`config.mk`:
```
export PLATFORM = sky130hd
export DESIGN_NAME = multimode_wave_gen
export DESIGN_NICKNAME = d
export VERILOG_FILES = /design/src/rtl/multimode_wave_gen.sv
export SDC_FILE = /design/constraint.sdc
export NUM_CORES = 1
export LEC_CHECK = 0
export ABC_AREA = 1
export CAP_MARGIN = 25
export CORE_ASPECT_RATIO = 1.25
export CORE_MARGIN = 2
export CORE_UTILIZATION = 54
export DETAILED_ROUTE_END_ITERATION = 16
export GPL_TIMING_DRIVEN = 1
export PLACE_DENSITY = 0.82
export SKIP_CTS_REPAIR_TIMING = 1
export SLEW_MARGIN = 20
export SYNTH_ARGS = -nofsm -noshare
export SYNTH_HDL_FRONTEND = slang
export SYNTH_SLANG_ARGS = --single-unit
```
`constraint.sdc`:
```
create_clock -name qzt_clk -period 4.32 [get_ports qzt_clk]
set_input_delay 0.864 -clock qzt_clk [delete_from_list [all_inputs] [get_ports qzt_clk]]
set_output_delay 0.864 -clock qzt_clk [all_outputs]
set_load 0.02 [all_outputs]
```
`src/rtl/multimode_wave_gen.sv`:
```
// Waveform sequencer for the DAC path: triangle, saw up, saw down or square
// between programmable lo/hi limits, advancing one step per divider tick.
module multimode_wave_gen #(
  parameter int unsigned WIDTH     = 12,
  parameter int unsigned DIV_WIDTH = 30
) (
  input  logic                 qzt_clk,
  input  logic                 reset,
  input  logic                 enable,
  input  logic [1:0]           mode,
  input  logic [DIV_WIDTH-1:0] period,
  input  logic [WIDTH-1:0]     step,
  input  logic [WIDTH-1:0]     lo,
  input  logic [WIDTH-1:0]     hi,
  output logic [WIDTH-1:0]     sample,
  output logic                 sample_stb,
  output logic                 dir_down,
  output logic                 wrap
);

  localparam logic [1:0] MODE_TRI      = 2'd0;
  localparam logic [1:0] MODE_SAW_UP   = 2'd1;
  localparam logic [1:0] MODE_SAW_DOWN = 2'd2;
  localparam logic [1:0] MODE_SQUARE   = 2'd3;

  logic [DIV_WIDTH-1:0] div_q;
  logic [DIV_WIDTH-1:0] div_last;
  logic [1:0]           mode_q;
  logic                 tick;

  // One extra bit on all arithmetic so step additions cannot overflow.
  logic [WIDTH:0]   s_ext;
  logic [WIDTH:0]   lo_ext;
  logic [WIDTH:0]   hi_ext;
  logic [WIDTH:0]   step_ext;
  logic [WIDTH:0]   up_sum;
  logic [WIDTH:0]   lo_plus;
  logic [WIDTH:0]   dn_diff;

  logic [WIDTH-1:0] nxt_sample;
  logic             nxt_dir;
  logic             nxt_wrap;

  assign s_ext    = {1'b0, sample};
  assign lo_ext   = {1'b0, lo};
  assign hi_ext   = {1'b0, hi};
  assign step_ext = (step == '0) ? (WIDTH+1)'(1) : {1'b0, step};
  assign up_sum   = s_ext + step_ext;
  assign lo_plus  = lo_ext + step_ext;
  assign dn_diff  = s_ext - step_ext;

  // Period 0 behaves as period 1, so the terminal count is 0 in both cases.
  assign div_last = (period == '0) ? '0 : period - DIV_WIDTH'(1);
  assign tick     = enable && (div_q == div_last);

  // Next sample, direction and wrap flag to apply on a tick.
  always_comb begin
    nxt_sample = sample;
    nxt_dir    = 1'b0;
    nxt_wrap   = 1'b0;
    if (lo >= hi) begin
      nxt_sample = lo;
    end else if ((sample < lo) || (sample > hi)) begin
      // Re-entry into the window, not counted as a step.
      nxt_sample = lo;
    end else begin
      case (mode_q)
        MODE_TRI: begin
          if (!dir_down) begin
            if (up_sum >= hi_ext) begin
              nxt_sample = hi;
              nxt_dir    = 1'b1;
              nxt_wrap   = 1'b1;
            end else begin
              nxt_sample = up_sum[WIDTH-1:0];
            end
          end else begin
            if (s_ext <= lo_plus) begin
              nxt_sample = lo;
              nxt_wrap   = 1'b1;
            end else begin
              nxt_sample = dn_diff[WIDTH-1:0];
              nxt_dir    = 1'b1;
            end
          end
        end
        MODE_SAW_UP: begin
          if (up_sum > hi_ext) begin
            nxt_sample = lo;
            nxt_wrap   = 1'b1;
          end else begin
            nxt_sample = up_sum[WIDTH-1:0];
          end
        end
        MODE_SAW_DOWN: begin
          if (s_ext < lo_plus) begin
            nxt_sample = hi;
            nxt_wrap   = 1'b1;
          end else begin
            nxt_sample = dn_diff[WIDTH-1:0];
          end
        end
        MODE_SQUARE: begin
          nxt_sample = (sample == lo) ? hi : lo;
          nxt_wrap   = 1'b1;
        end
        default: begin
          nxt_sample = lo;
        end
      endcase
    end
  end

  // Divider, mode tracking and registered outputs; mode change beats a tick.
  always_ff @(posedge qzt_clk) begin
    if (reset) begin
      div_q      <= '0;
      mode_q     <= MODE_TRI;
      sample     <= '0;
      dir_down   <= 1'b0;
      sample_stb <= 1'b0;
      wrap       <= 1'b0;
    end else if (mode != mode_q) begin
      mode_q     <= mode;
      div_q      <= '0;
      sample     <= lo;
      dir_down   <= 1'b0;
      sample_stb <= 1'b1;
      wrap       <= 1'b0;
    end else if (!enable) begin
      div_q      <= '0;
      sample_stb <= 1'b0;
      wrap       <= 1'b0;
    end else if (tick) begin
      div_q      <= '0;
      sample     <= nxt_sample;
      dir_down   <= nxt_dir;
      sample_stb <= 1'b1;
      wrap       <= nxt_wrap;
    end else begin
      div_q      <= div_q + DIV_WIDTH'(1);
      sample_stb <= 1'b0;
      wrap       <= 1'b0;
    end
  end

endmodule

```
==> insert_results.sql, run 1 <==
INSERT INTO impl_metrics (metric_group, metric, value, unit) VALUES
('sta', 'hold_violations', '0', ''),
('sta', 'hold_slack', '0.4733', 'ns'),
('yosys', 'synth_top_cells_by_count', '465 x sky130_fd_sc_hd__nand2_1, 241 x sky130_fd_sc_hd__inv_1, 194 x sky130_fd_sc_hd__nand3_1', ''),
('min_path', 'min_path_type', 'reg -> reg', ''),
('routing', 'starting_drc_count_in_detailed_routing', '1108', ''),
('setup_path', 'critical-path-max-stage-delay', '0.38', 'ns'),
('setup_path', 'arrival', '4.62', 'ns'),
('sta', 'maximum_clock_rate', '225.8', 'MHz'),
('pwr', 'p_per_area', '238.3', 'nW/um2'),
('floorplanning', 'starting_density_of_the_core', '0.5476', ''),
('setup_path', 'critical_path.max_fanout', '6', ''),
('final_layout', 'final_layout_size_suffix_gt1_frac', '0.1396', ''),
('job', 'timing.max_cap.violations', '0', ''),
('run_status', 'failed_checks', 'setup timing', ''),
('routing', 'antenna_violating_nets_post_route', '0', ''),
('setup_path', 'end_kind', 'register', ''),
('setup_path', 'crit_required', '4.51', 'ns'),
('yosys', 'synth-edff-count', '0', ''),
('setup_path', 'critPathSlowestCell', 'sky130_fd_sc_hd__fa_2', ''),
('final_layout', 'final_util', '0.6985', ''),
('yosys', 'synth-main-ff-cell', 'sky130_fd_sc_hd__dfxtp_1', ''),
('pwr', 'worst_ir_drop_vdd', '0.0001806', 'V'),
('clock_tree', 'htree_num_levels', '2', ''),
('yosys', 'synth.lib_cells_used.distinct', '43', ''),
('clock_tree', 'cts_tree', 'yes', ''),
('global_route', 'groute.usage.overall', '0.4083', ''),
('routing', 'top_layer_used', 'met4', ''),
('global_route', 'grt_first_pass_wirelength', '55.70', 'mm'),
('routing', 'detailroute.wirelength.met2', '17.40', 'mm'),
('global_route', 'grt_pass1_vias', '11076', ''),
('global_route', 'grt_antenna_before_repair', '1', ''),
('floorplanning', 'chipHeight', '147.0', 'um'),
('floorplanning', 'die_width', '118.4', 'um'),
('sta', 'fin_worst_skew', '0.007418', 'ns'),
('routing', 'wl_met3', '2.623', 'mm'),
('routing', 'routedWlPerCell', '18.16', 'um'),
('yosys', 'synthesis.instances', '1597', ''),
('yosys', 'syn_nets', '1769', ''),
('sta', 'tightestPinTransition', '1.029', 'ns'),
('global_route', 'gr-total-overflow', '0', ''),
('setup_path', 'timing.reg2reg.worst_path_depth', '22', ''),
('routing', 'routed-via-count', '11412', ''),
('floorplanning', 'placement_rows', '52', ''),
('yosys', 'synth_top_cell_by_area', 'sky130_fd_sc_hd__nand2_1', ''),
('setup_path', 'critical_path_class', 'in -> reg', ''),
('sta', 'timing_max_transition_violations_final', '0', ''),
('sta', 'final_setup_violation_count', '6', ''),
('yosys', 'async_set_reset_flop_share_out_of_synthesis', '0', ''),
('sta', 'postLayoutSetupSlackWorst', '-0.1093', 'ns'),
('yosys', 'synth_most_common_cell', 'sky130_fd_sc_hd__nand2_1', ''),
('placement', 'gp_congestion', '1.068', ''),
('global_route', 'grt_max_degree', '31', ''),
('yosys', 'synth.yosys.warnings', '0', ''),
('yosys', 'fraction_of_synthesized_cell_area_taken_by_the_top_area_cell_type', '0.1975', ''),
('routing', 'wl_met1', '11.77', 'mm'),
('yosys', 'post_syn_area', '8836', 'um2'),
('floorplanning', 'die_outline_area', '17410', 'um2'),
('routing', 'routed_wirelength', '36.20', 'mm'),
('clock_tree', 'clk-insertion-delay-late', '0.30', 'ns'),
('min_path', 'worst_hold_path.num_cells', '1', ''),
('floorplanning', 'coreArea', '16140', 'um2'),
('placement', 'numPortBuffers', '85', ''),
('run_status', 'run_status', 'complete, but fails checks', ''),
('sta', 'rsz0062_at_grt', 'yes', ''),
('clock_tree', 'number_of_buffers_added_by_the_clock_tree_synthesis_step', '5', ''),
('final_layout', 'area_growth_syn_to_layout', '27.56', '%'),
('setup_path', 'critPathLaunchType', 'input pin', ''),
('clock_tree', 'cts-root-to-sink-buffers', '2', ''),
('yosys', 'synth_seq_cells', '47', ''),
('routing', 'drt-vias-per-instance', '5.726', ''),
('placement', 'place.detailed.hpwl', '29.16', 'mm');
==> cell type report <==
| class | instances | area [um2] |
|---|---|---|
| multi-input cells | 1247 | 6967 |
| fillers | 1546 | 4865 |
| repair buffers | 226 | 1971 |
| flip-flops and latches | 47 | 940.9 |
| inverters | 248 | 930.9 |
| well taps | 216 | 270.3 |
| clock buffers | 6 | 128.9 |
| clock inverters | 2 | 60.06 |
| diodes | 1 | 2.502 |
==> registers in the layout, indices dropped and copies added (netlist names) <==
name,flops
sample,12
div_q,30
dir_down,1
sample_stb,1
mode_q,2
wrap,1
==> per-layer routing <==
layer	GRT usage	up-vias
li1	-	5476
met2	0.7254	637
met4	0.4101	0
met3	0.05318	243
met5	0	-
met1	0.3983	5056
==> final timing paths <==
path                                        startpoint                endpoint  slack (ns)
worst max register to register  sample[0]$_SDFFE_PP0P_  sample[0]$_SDFFE_PP0P_        0.82
worst min register to register     div_q[0]$_SDFF_PP0_     div_q[0]$_SDFF_PP0_        0.47
worst min-delay path               div_q[0]$_SDFF_PP0_     div_q[0]$_SDFF_PP0_        0.47
worst max-delay path                           step[7]  sample[0]$_SDFFE_PP0P_       -0.11
==> through the flow <==
step           total power [mW]  TNS, ns  worst slack, ns  instances  instance area [um2]
5_1_grt                   2.869   -3.398          -0.3268       1993                11270
3_5_place_dp              2.019   -9.754          -0.7565       1980                10740
3_3_place_gp              2.000   -8.566          -0.6535       1980                10740
4_1_cts                   2.531   -5.778          -0.4930       1988                10930
2_1_floorplan             1.361        0          0.04820       1597                 8837
6_report                  2.686  -0.2147          -0.1093       1993                11270
==> cells in the final DEF (no fill, tap or decap), types with 5 or more instances in the layout <==
cell                              synthesis  routed
sky130_fd_sc_hd__o21ai_1                  3       5
sky130_fd_sc_hd__nor3_1                  13      13
sky130_fd_sc_hd__buf_4                    6     132
sky130_fd_sc_hd__nand4_1                 60      60
sky130_fd_sc_hd__buf_6                    2       9
sky130_fd_sc_hd__dlymetal6s2s_1           0       5
sky130_fd_sc_hd__a21oi_2                  0       8
sky130_fd_sc_hd__ha_1                    98      95
sky130_fd_sc_hd__xnor2_1                  7       7
sky130_fd_sc_hd__dfxtp_1                 47      47
sky130_fd_sc_hd__nand3_2                  7      24
sky130_fd_sc_hd__nand3b_1                 9       9
sky130_fd_sc_hd__nand2_1                465     445
sky130_fd_sc_hd__nor4_1                   8       6
sky130_fd_sc_hd__clkdlybuf4s50_1          0      74
sky130_fd_sc_hd__o21bai_1                10      10
sky130_fd_sc_hd__nand2_2                  5      23
sky130_fd_sc_hd__nand3_1                194     176
sky130_fd_sc_hd__xor2_1                  53      52
sky130_fd_sc_hd__inv_2                    6      10
sky130_fd_sc_hd__o21ai_0                 28      25
sky130_fd_sc_hd__clkbuf_16                0       6
sky130_fd_sc_hd__a21oi_1                 72      64
sky130_fd_sc_hd__inv_1                  241     237
sky130_fd_sc_hd__nor2_1                 180     178
sky130_fd_sc_hd__nor2_2                   9      11
==> cell families after synthesis <==
logic type | count (synthesis) | synth area share
simple gates | 961 | 0.4758
buf+inv | 303 | 0.1348
compound gates | 125 | 0.07788
fa+ha+maj | 101 | 0.1456
xor+xnor | 60 | 0.05947
flops | 47 | 0.1065
==> critical path: cells and delay by family <==
| family | cells | cell delay [ns] |
|---|---|---|
| AND/OR/NAND/NOR | 14 | 1.58 |
| adder cells (fa/ha/maj) | 3 | 0.91 |
| AO/OA/AOI/OAI | 3 | 0.47 |
| buffers and inverters | 6 | 0.61 |
| XOR/XNOR | 1 | 0.16 |
==> power breakdown <==
group	switching [mW]	internal, mW	leakage (nW)
Sequential	0.0201	0.448	0.383
Combinational	0.988	0.715	5.34
Clock	0.183	0.332	0.0911
(Power assumes the default switching activity.)
==> inputs of run 2 (changes only) <==
--- a/config.mk
+++ b/config.mk
@@ -8,7 +8,7 @@
 export ABC_AREA = 1
 export CAP_MARGIN = 25
 export CORE_ASPECT_RATIO = 1.25
-export CORE_MARGIN = 2
+export CORE_MARGIN = 3
 export CORE_UTILIZATION = 54
 export DETAILED_ROUTE_END_ITERATION = 16
 export GPL_TIMING_DRIVEN = 1
==> run 2 against run 1 <==
Against the previous run: the flow now finishes without violations; core utilization increased by 1.5 points; fmax increased by 2.8%; clock-buffer cell count unchanged; critical path depth increased by 1; flip-flop and latch count unchanged; largest power group unchanged.
==> insert_results.sql, run 2 (same netlist as run 1, synthesis figures left out) <==
INSERT INTO impl_metrics (metric_group, metric, value, unit) VALUES
('run_status', 'run_status', 'completed', ''),
('pwr', 'power.leakage', '5.782', 'nW'),
('pwr', 'worst_ir_drop_vdd', '0.0001360', 'V'),
('floorplanning', 'starting_density_of_the_core', '0.5583', ''),
('clock_tree', 'number_of_buffers_added_by_the_clock_tree_synthesis_step', '5', ''),
('clock_tree', 'cts.clk_slew.worst_paths', '0.07', 'ns'),
('final_layout', 'layout.nets', '1943', ''),
('final_layout', 'area_growth_syn_to_layout', '27.71', '%'),
('sta', 'post-route-min-period', '4.308', 'ns'),
('setup_path', 'arrival', '4.51', 'ns'),
('placement', 'place.detailed.hpwl', '29.56', 'mm'),
('placement', 'gp_congestion', '1.100', ''),
('setup_path', 'critical_path.max_fanout', '5', ''),
('clock_tree', 'htree_num_levels', '2', ''),
('global_route', 'grt_first_pass_wirelength', '54.42', 'mm'),
('global_route', 'gr-total-overflow', '0', ''),
('global_route', 'grt_max_degree', '31', ''),
('placement', 'placedCellCount', '1970', ''),
('pwr', 'p_per_area', '229.7', 'nW/um2'),
('sta', 'timing.max_slew.rel_slack', '0.3492', ''),
('floorplanning', 'die_width', '120.4', 'um'),
('setup_path', 'critPathLaunchType', 'input pin', ''),
('final_layout', 'seqCellArea', '940.9', 'um2'),
('routing', 'starting_drc_count_in_detailed_routing', '981', ''),
('min_path', 'min_path_type', 'reg -> reg', ''),
('final_layout', 'final.fill_count', '1469', ''),
('routing', 'routed_wirelength', '36.46', 'mm'),
('final_layout', 'layoutNonFillerInstCount', '1984', ''),
('sta', 'tightestPinTransition', '0.9701', 'ns'),
('setup_path', 'critical_path_class', 'in -> reg', ''),
('final_layout', 'most_frequent_cells_in_the_layout', '453 x sky130_fd_sc_hd__nand2_1, 235 x sky130_fd_sc_hd__inv_1, 180 x sky130_fd_sc_hd__nor2_1', ''),
('floorplanning', 'die_outline_area', '17940', 'um2'),
('routing', 'routed-via-count', '11299', ''),
('clock_tree', 'clock_tree.root_cell', 'sky130_fd_sc_hd__clkbuf_16', ''),
('final_layout', 'final_util', '0.7131', ''),
('routing', 'firstDrtPassIters', '8', ''),
('final_layout', 'max_ffs_per_register', '30', ''),
('sta', 'final_setup_violation_count', '0', ''),
('sta', 'timing_max_transition_violations_final', '0', ''),
('job', 'timing.max_cap.violations', '0', ''),
('floorplanning', 'chipHeight', '149.0', 'um'),
('clock_tree', 'clk-insertion-delay-late', '0.30', 'ns'),
('final_layout', 'multiInputGateArea', '7025', 'um2'),
('sta', 'maximum_clock_rate', '232.1', 'MHz'),
('setup_path', 'crit_required', '4.52', 'ns'),
('floorplanning', 'coreArea', '15830', 'um2'),
('setup_path', 'end_kind', 'register', ''),
('floorplanning', 'placement_rows', '51', ''),
('routing', 'drt-vias-per-instance', '5.695', ''),
('final_layout', 'final_layout_size_suffix_gt1_frac', '0.1371', ''),
('final_layout', 'max_flop_register', 'div_q', ''),
('global_route', 'grt_pass1_vias', '10797', ''),
('routing', 'routedWlPerCell', '18.38', 'um'),
('sta', 'hold_slack', '0.4724', 'ns'),
('clock_tree', 'cts_tree', 'yes', ''),
('routing', 'antenna_violating_nets_post_route', '0', ''),
('placement', 'numPortBuffers', '85', ''),
('global_route', 'groute.usage.overall', '0.3905', ''),
('sta', 'rsz0062_at_grt', 'yes', ''),
('routing', 'drc', '0', ''),
('clock_tree', 'cts-root-to-sink-buffers', '2', ''),
('final_layout', 'antenna_cells', '0', ''),
('sta', 'fin_setup_tns', '0', 'ns'),
('floorplanning', 'pin_count', '86', ''),
('sta', 'hold_violations', '0', ''),
('clock_tree', 'numClockSinks', '47', ''),
('global_route', 'grt_antenna_before_repair', '0', ''),
('final_layout', 'regs_by_ff_count', 'div_q (30), sample (12), mode_q (2)', ''),
('sta', 'finalCritPeriodShare', '0.9973', ''),
('sta', 'fin_worst_skew', '0.01123', 'ns'),
('final_layout', 'final_common_cell', 'sky130_fd_sc_hd__nand2_1', '');
==> run 2: cell type report <==
type | instances | share of cell area
clock buffers | 6 | 0.01231
clock inverters | 2 | 0.001441
inverters | 248 | 0.08249
multi-input cells | 1247 | 0.6226
flip-flops and latches | 47 | 0.08338
well taps | 212 | 0.02351
repair buffers | 222 | 0.1743
==> run 2: worst paths after layout <==
path	slack (ns)	startpoint	cells after the start	endpoint
setup / recovery	0.01	step[9]	28	sample[10]$_SDFFE_PP0P_
hold / removal	0.47	div_q[0]$_SDFF_PP0_	1	div_q[0]$_SDFF_PP0_
setup reg to reg	0.68	sample[9]$_SDFFE_PP0P_	19	sample[2]$_SDFFE_PP0P_
hold reg to reg	0.47	div_q[0]$_SDFF_PP0_	1	div_q[0]$_SDFF_PP0_
==> run 2: critical path, stage by stage <==
cell and delay [ns]:
sky130_fd_sc_hd__clkbuf_2 0.11, sky130_fd_sc_hd__nor4_4 0.27, sky130_fd_sc_hd__a41o_4 0.28, sky130_fd_sc_hd__ha_4 0.15
sky130_fd_sc_hd__inv_2 0.04, sky130_fd_sc_hd__fa_2 0.39, sky130_fd_sc_hd__inv_2 0.06, sky130_fd_sc_hd__nand2_2 0.06
sky130_fd_sc_hd__nand3_2 0.06, sky130_fd_sc_hd__nand2_2 0.07, sky130_fd_sc_hd__inv_2 0.08, sky130_fd_sc_hd__a21oi_4 0.06
sky130_fd_sc_hd__nor2_1 0.12, sky130_fd_sc_hd__nor2_1 0.08, sky130_fd_sc_hd__xor2_1 0.16, sky130_fd_sc_hd__ha_1 0.31
sky130_fd_sc_hd__and3_4 0.19, sky130_fd_sc_hd__nand4_1 0.22, sky130_fd_sc_hd__buf_6 0.22, sky130_fd_sc_hd__buf_6 0.12
sky130_fd_sc_hd__nand3_2 0.05, sky130_fd_sc_hd__nand2_1 0.05, sky130_fd_sc_hd__nand2_1 0.07, sky130_fd_sc_hd__nand3_2 0.09
sky130_fd_sc_hd__nand3_2 0.09, sky130_fd_sc_hd__nand2_1 0.07, sky130_fd_sc_hd__a21oi_1 0.12, sky130_fd_sc_hd__nor2_1 0.06
==> run 2: power by group <==
part	total [mW]	leakage, nW	internal (mW)	switching [mW]
registers	0.477	0.383	0.448	0.0291
clock network	0.416	0.0731	0.232	0.184
logic	1.70	5.33	0.715	0.985
total	2.59	5.78	1.39	1.20
==> run 2: per-layer routing <==
layer,part of all wire,GRT usage,vias up
li1,-,-,5461
met1,0.34,0.3678,5042
met2,0.47,0.6996,567
met3,0.065,0.05880,229
met4,0.12,0.3929,0
met5,0,0,-
==> run 2: through the flow <==
stage	setup slack, ns	total power [mW]	cell area, um2
finish	0.01183	2.592	11280
global route	-0.1644	2.770	11280
CTS	-0.6059	2.445	10870
global placement	-0.7441	2.013	10710
detailed placement	-0.8407	2.031	10710
floorplan	0.04820	1.361	8837
==> inputs of run 3 (changes only) <==
--- a/config.mk
+++ b/config.mk
@@ -7,12 +7,13 @@
 export LEC_CHECK = 0
 export ABC_AREA = 1
 export CAP_MARGIN = 25
+export CELL_PAD_IN_SITES_DETAIL_PLACEMENT = 1
+export CELL_PAD_IN_SITES_GLOBAL_PLACEMENT = 2
 export CORE_ASPECT_RATIO = 1.25
 export CORE_MARGIN = 3
-export CORE_UTILIZATION = 54
+export CORE_UTILIZATION = 28
 export DETAILED_ROUTE_END_ITERATION = 16
-export GPL_TIMING_DRIVEN = 1
-export PLACE_DENSITY = 0.82
+export PLACE_DENSITY = 0.83
 export SKIP_CTS_REPAIR_TIMING = 1
 export SLEW_MARGIN = 20
 export SYNTH_ARGS = -nofsm -noshare
==> run 3 against run 2 <==
Against the previous run: the flow now finishes with violations (setup timing); worst hold slack gained 0.0095 ns; largest power group unchanged; flip-flop and latch count is the same; worst setup slack lost 0.11 ns; sequential power shrank 2%; critical path depth grew 1; combinational power grew 5%; non-clock buffer count grew 17; global-route usage shrank 15 points; clock power grew 9.9%; power grew 4.6%.
==> insert_results.sql, run 3 (same netlist as run 1, synthesis figures left out) <==
INSERT INTO impl_metrics (metric_group, metric, value, unit) VALUES
('global_route', 'grt_max_degree', '52', ''),
('final_layout', 'layoutNonFillerInstCount', '2196', ''),
('min_path', 'hp-start', 'div_q[0]$_SDFF_PP0_', ''),
('routing', 'routed-via-count', '11051', ''),
('floorplanning', 'pin_count', '86', ''),
('clock_tree', 'cts-root-to-sink-buffers', '2', ''),
('routing', 'firstDrtPassIters', '5', ''),
('sta', 'finalCritPeriodShare', '1.023', ''),
('global_route', 'grt_antenna_before_repair', '0', ''),
('clock_tree', 'clk-insertion-delay-late', '0.29', 'ns'),
('placement', 'postPlaceCellArea', '11140', 'um2'),
('global_route', 'gr-total-overflow', '0', ''),
('sta', 'hold_violations', '0', ''),
('setup_path', 'arrival', '4.60', 'ns'),
('clock_tree', 'numClockSinks', '47', ''),
('setup_path', 'reg2reg_from', 'sample[1]$_SDFFE_PP0P_', ''),
('min_path', 'worstHoldEndpoint', 'div_q[0]$_SDFF_PP0_', ''),
('placement', 'placedCellCount', '2185', ''),
('run_status', 'run_status', 'complete, but fails checks', ''),
('routing', 'wl_met3', '1.158', 'mm'),
('placement', 'numPortBuffers', '85', ''),
('sta', 'rsz0062_at_grt', 'yes', ''),
('sta', 'fin_worst_skew', '0.009097', 'ns'),
('routing', 'antenna_violating_nets_post_route', '0', ''),
('floorplanning', 'die_outline_area', '33740', 'um2'),
('clock_tree', 'htree_num_levels', '2', ''),
('routing', 'drt-vias-per-instance', '5.032', ''),
('sta', 'postLayoutSetupSlackWorst', '-0.1002', 'ns'),
('routing', 'routedWlPerCell', '18.60', 'um'),
('min_path', 'min_path_type', 'reg -> reg', ''),
('routing', 'detailroute.wirelength.met2', '20.81', 'mm'),
('placement', 'gp_congestion', '0.9646', ''),
('sta', 'post-route-min-period', '4.420', 'ns'),
('sta', 'tightestPinTransition', '1.054', 'ns'),
('setup_path', 'end_kind', 'register', ''),
('global_route', 'groute.usage.overall', '0.2357', ''),
('setup_path', 'critPathSlowestCell', 'sky130_fd_sc_hd__fa_2', ''),
('global_route', 'grt_pass1_vias', '11387', ''),
('routing', 'starting_drc_count_in_detailed_routing', '473', ''),
('sta', 'timing_max_transition_violations_final', '0', ''),
('setup_path', 'critical-path-max-stage-delay', '0.39', 'ns'),
('clock_tree', 'clock_tree.root_cell', 'sky130_fd_sc_hd__clkbuf_16', ''),
('final_layout', 'max_ffs_per_register', '30', ''),
('setup_path', 'regToRegEndpoint', 'sample[11]$_SDFFE_PP0P_', ''),
('sta', 'timing.max_slew.rel_slack', '0.2927', ''),
('routing', 'drc', '0', ''),
('setup_path', 'critical_path.max_fanout', '6', ''),
('pwr', 'p_per_area', '231.4', 'nW/um2'),
('final_layout', 'most_frequent_cells_in_the_layout', '434 x sky130_fd_sc_hd__nand2_1, 237 x sky130_fd_sc_hd__inv_1, 178 x sky130_fd_sc_hd__nor2_1', ''),
('setup_path', 'critical_path_class', 'in -> reg', ''),
('setup_path', 'timing.reg2reg.worst_path_depth', '22', ''),
('floorplanning', 'starting_density_of_the_core', '0.2851', ''),
('floorplanning', 'die_width', '164.9', 'um'),
('pwr', 'power.leakage', '5.901', 'nW'),
('clock_tree', 'cts.clk_slew.worst_paths', '0.07', 'ns'),
('final_layout', 'final_common_cell', 'sky130_fd_sc_hd__nand2_1', ''),
('final_layout', 'max_flop_register', 'div_q', ''),
('floorplanning', 'coreArea', '30990', 'um2'),
('run_status', 'failed_checks', 'setup timing', ''),
('final_layout', 'fin_area', '11710', 'um2'),
('final_layout', 'regs_by_ff_count', 'div_q (30), sample (12), mode_q (2)', ''),
('final_layout', 'final_layout_size_suffix_gt1_frac', '0.1537', ''),
('final_layout', 'final_util', '0.3779', ''),
('final_layout', 'area_growth_syn_to_layout', '32.55', '%'),
('floorplanning', 'chipHeight', '204.6', 'um'),
('routing', 'wl_met1', '15.81', 'mm'),
('sta', 'fin_setup_tns', '-0.5016', 'ns'),
('placement', 'place.detailed.hpwl', '34.85', 'mm'),
('min_path', 'worst_hold_path.num_cells', '1', ''),
('setup_path', 'crit_buf_inv', '7', ''),
('final_layout', 'antenna_cells', '0', ''),
('setup_path', 'crit_required', '4.50', 'ns'),
('routing', 'routed_wirelength', '40.85', 'mm'),
('global_route', 'grt_first_pass_wirelength', '61.43', 'mm'),
('clock_tree', 'cts_tree', 'yes', ''),
('setup_path', 'worst_path_dominant_cell_family', 'simple AND/OR/NAND/NOR gates', ''),
('setup_path', 'critPathLaunchType', 'input pin', ''),
('floorplanning', 'placement_rows', '72', ''),
('pwr', 'worst_ir_drop_vdd', '0.0001788', 'V'),
('final_layout', 'layout.nets', '1960', ''),
('pwr', 'total_power', '2.711', 'mW'),
('job', 'timing.max_cap.violations', '0', ''),
('routing', 'top_layer_used', 'met4', ''),
('sta', 'final_setup_violation_count', '12', ''),
('clock_tree', 'number_of_buffers_added_by_the_clock_tree_synthesis_step', '5', ''),
('sta', 'maximum_clock_rate', '226.2', 'MHz'),
('setup_path', 'setup.reg_to_reg.worst_slack', '0.72', 'ns');
[run 3: cell type report]
cell class              count  area [um2]
fillers                  4202       19280
clock buffers               5       125.1
clock inverters             3       46.29
flip-flops and latches     47       940.9
repair buffers            239        2118
multi-input cells        1247        7042
well taps                 407       509.2
inverters                 248       930.9
[run 3: where the power goes]
group / total [mW] / internal [mW] / switching, mW
clock network: 0.457 / 0.275 / 0.182
registers: 0.467 / 0.447 / 0.0192
logic: 1.79 / 0.752 / 1.03
[run 3: metal layers]
metal | track usage | up-vias
met5 | 0 | -
met4 | 0.1444 | 0
met3 | 0.009911 | 114
met2 | 0.4464 | 272
met1 | 0.2534 | 5169
li1 | - | 5496
[run 3: per-stage QoR]
step	hold WS [ns]	setup slack, ns
3_3_place_gp	0.4490	-0.8566
5_1_grt	0.5144	-0.3575
2_1_floorplan	0.4294	0.04820
4_1_cts	0.4947	-0.6954
6_report	0.4818	-0.1002
3_5_place_dp	0.4774	-0.9766
[run 3: worst max-delay path by stage]
| stage | endpoint | depth (start not counted) | from |
|---|---|---|---|
| after floorplan | sample[6]$_SDFFE_PP0P_ | 28 | step[4] |
| after global placement | sample[0]$_SDFFE_PP0P_ | 27 | step[9] |
| after detailed placement | sample[6]$_SDFFE_PP0P_ | 29 | step[9] |
| after CTS | sample[6]$_SDFFE_PP0P_ | 29 | step[9] |
| after global routing | sample[0]$_SDFFE_PP0P_ | 29 | step[5] |
| final | sample[0]$_SDFFE_PP0P_ | 29 | step[7] |
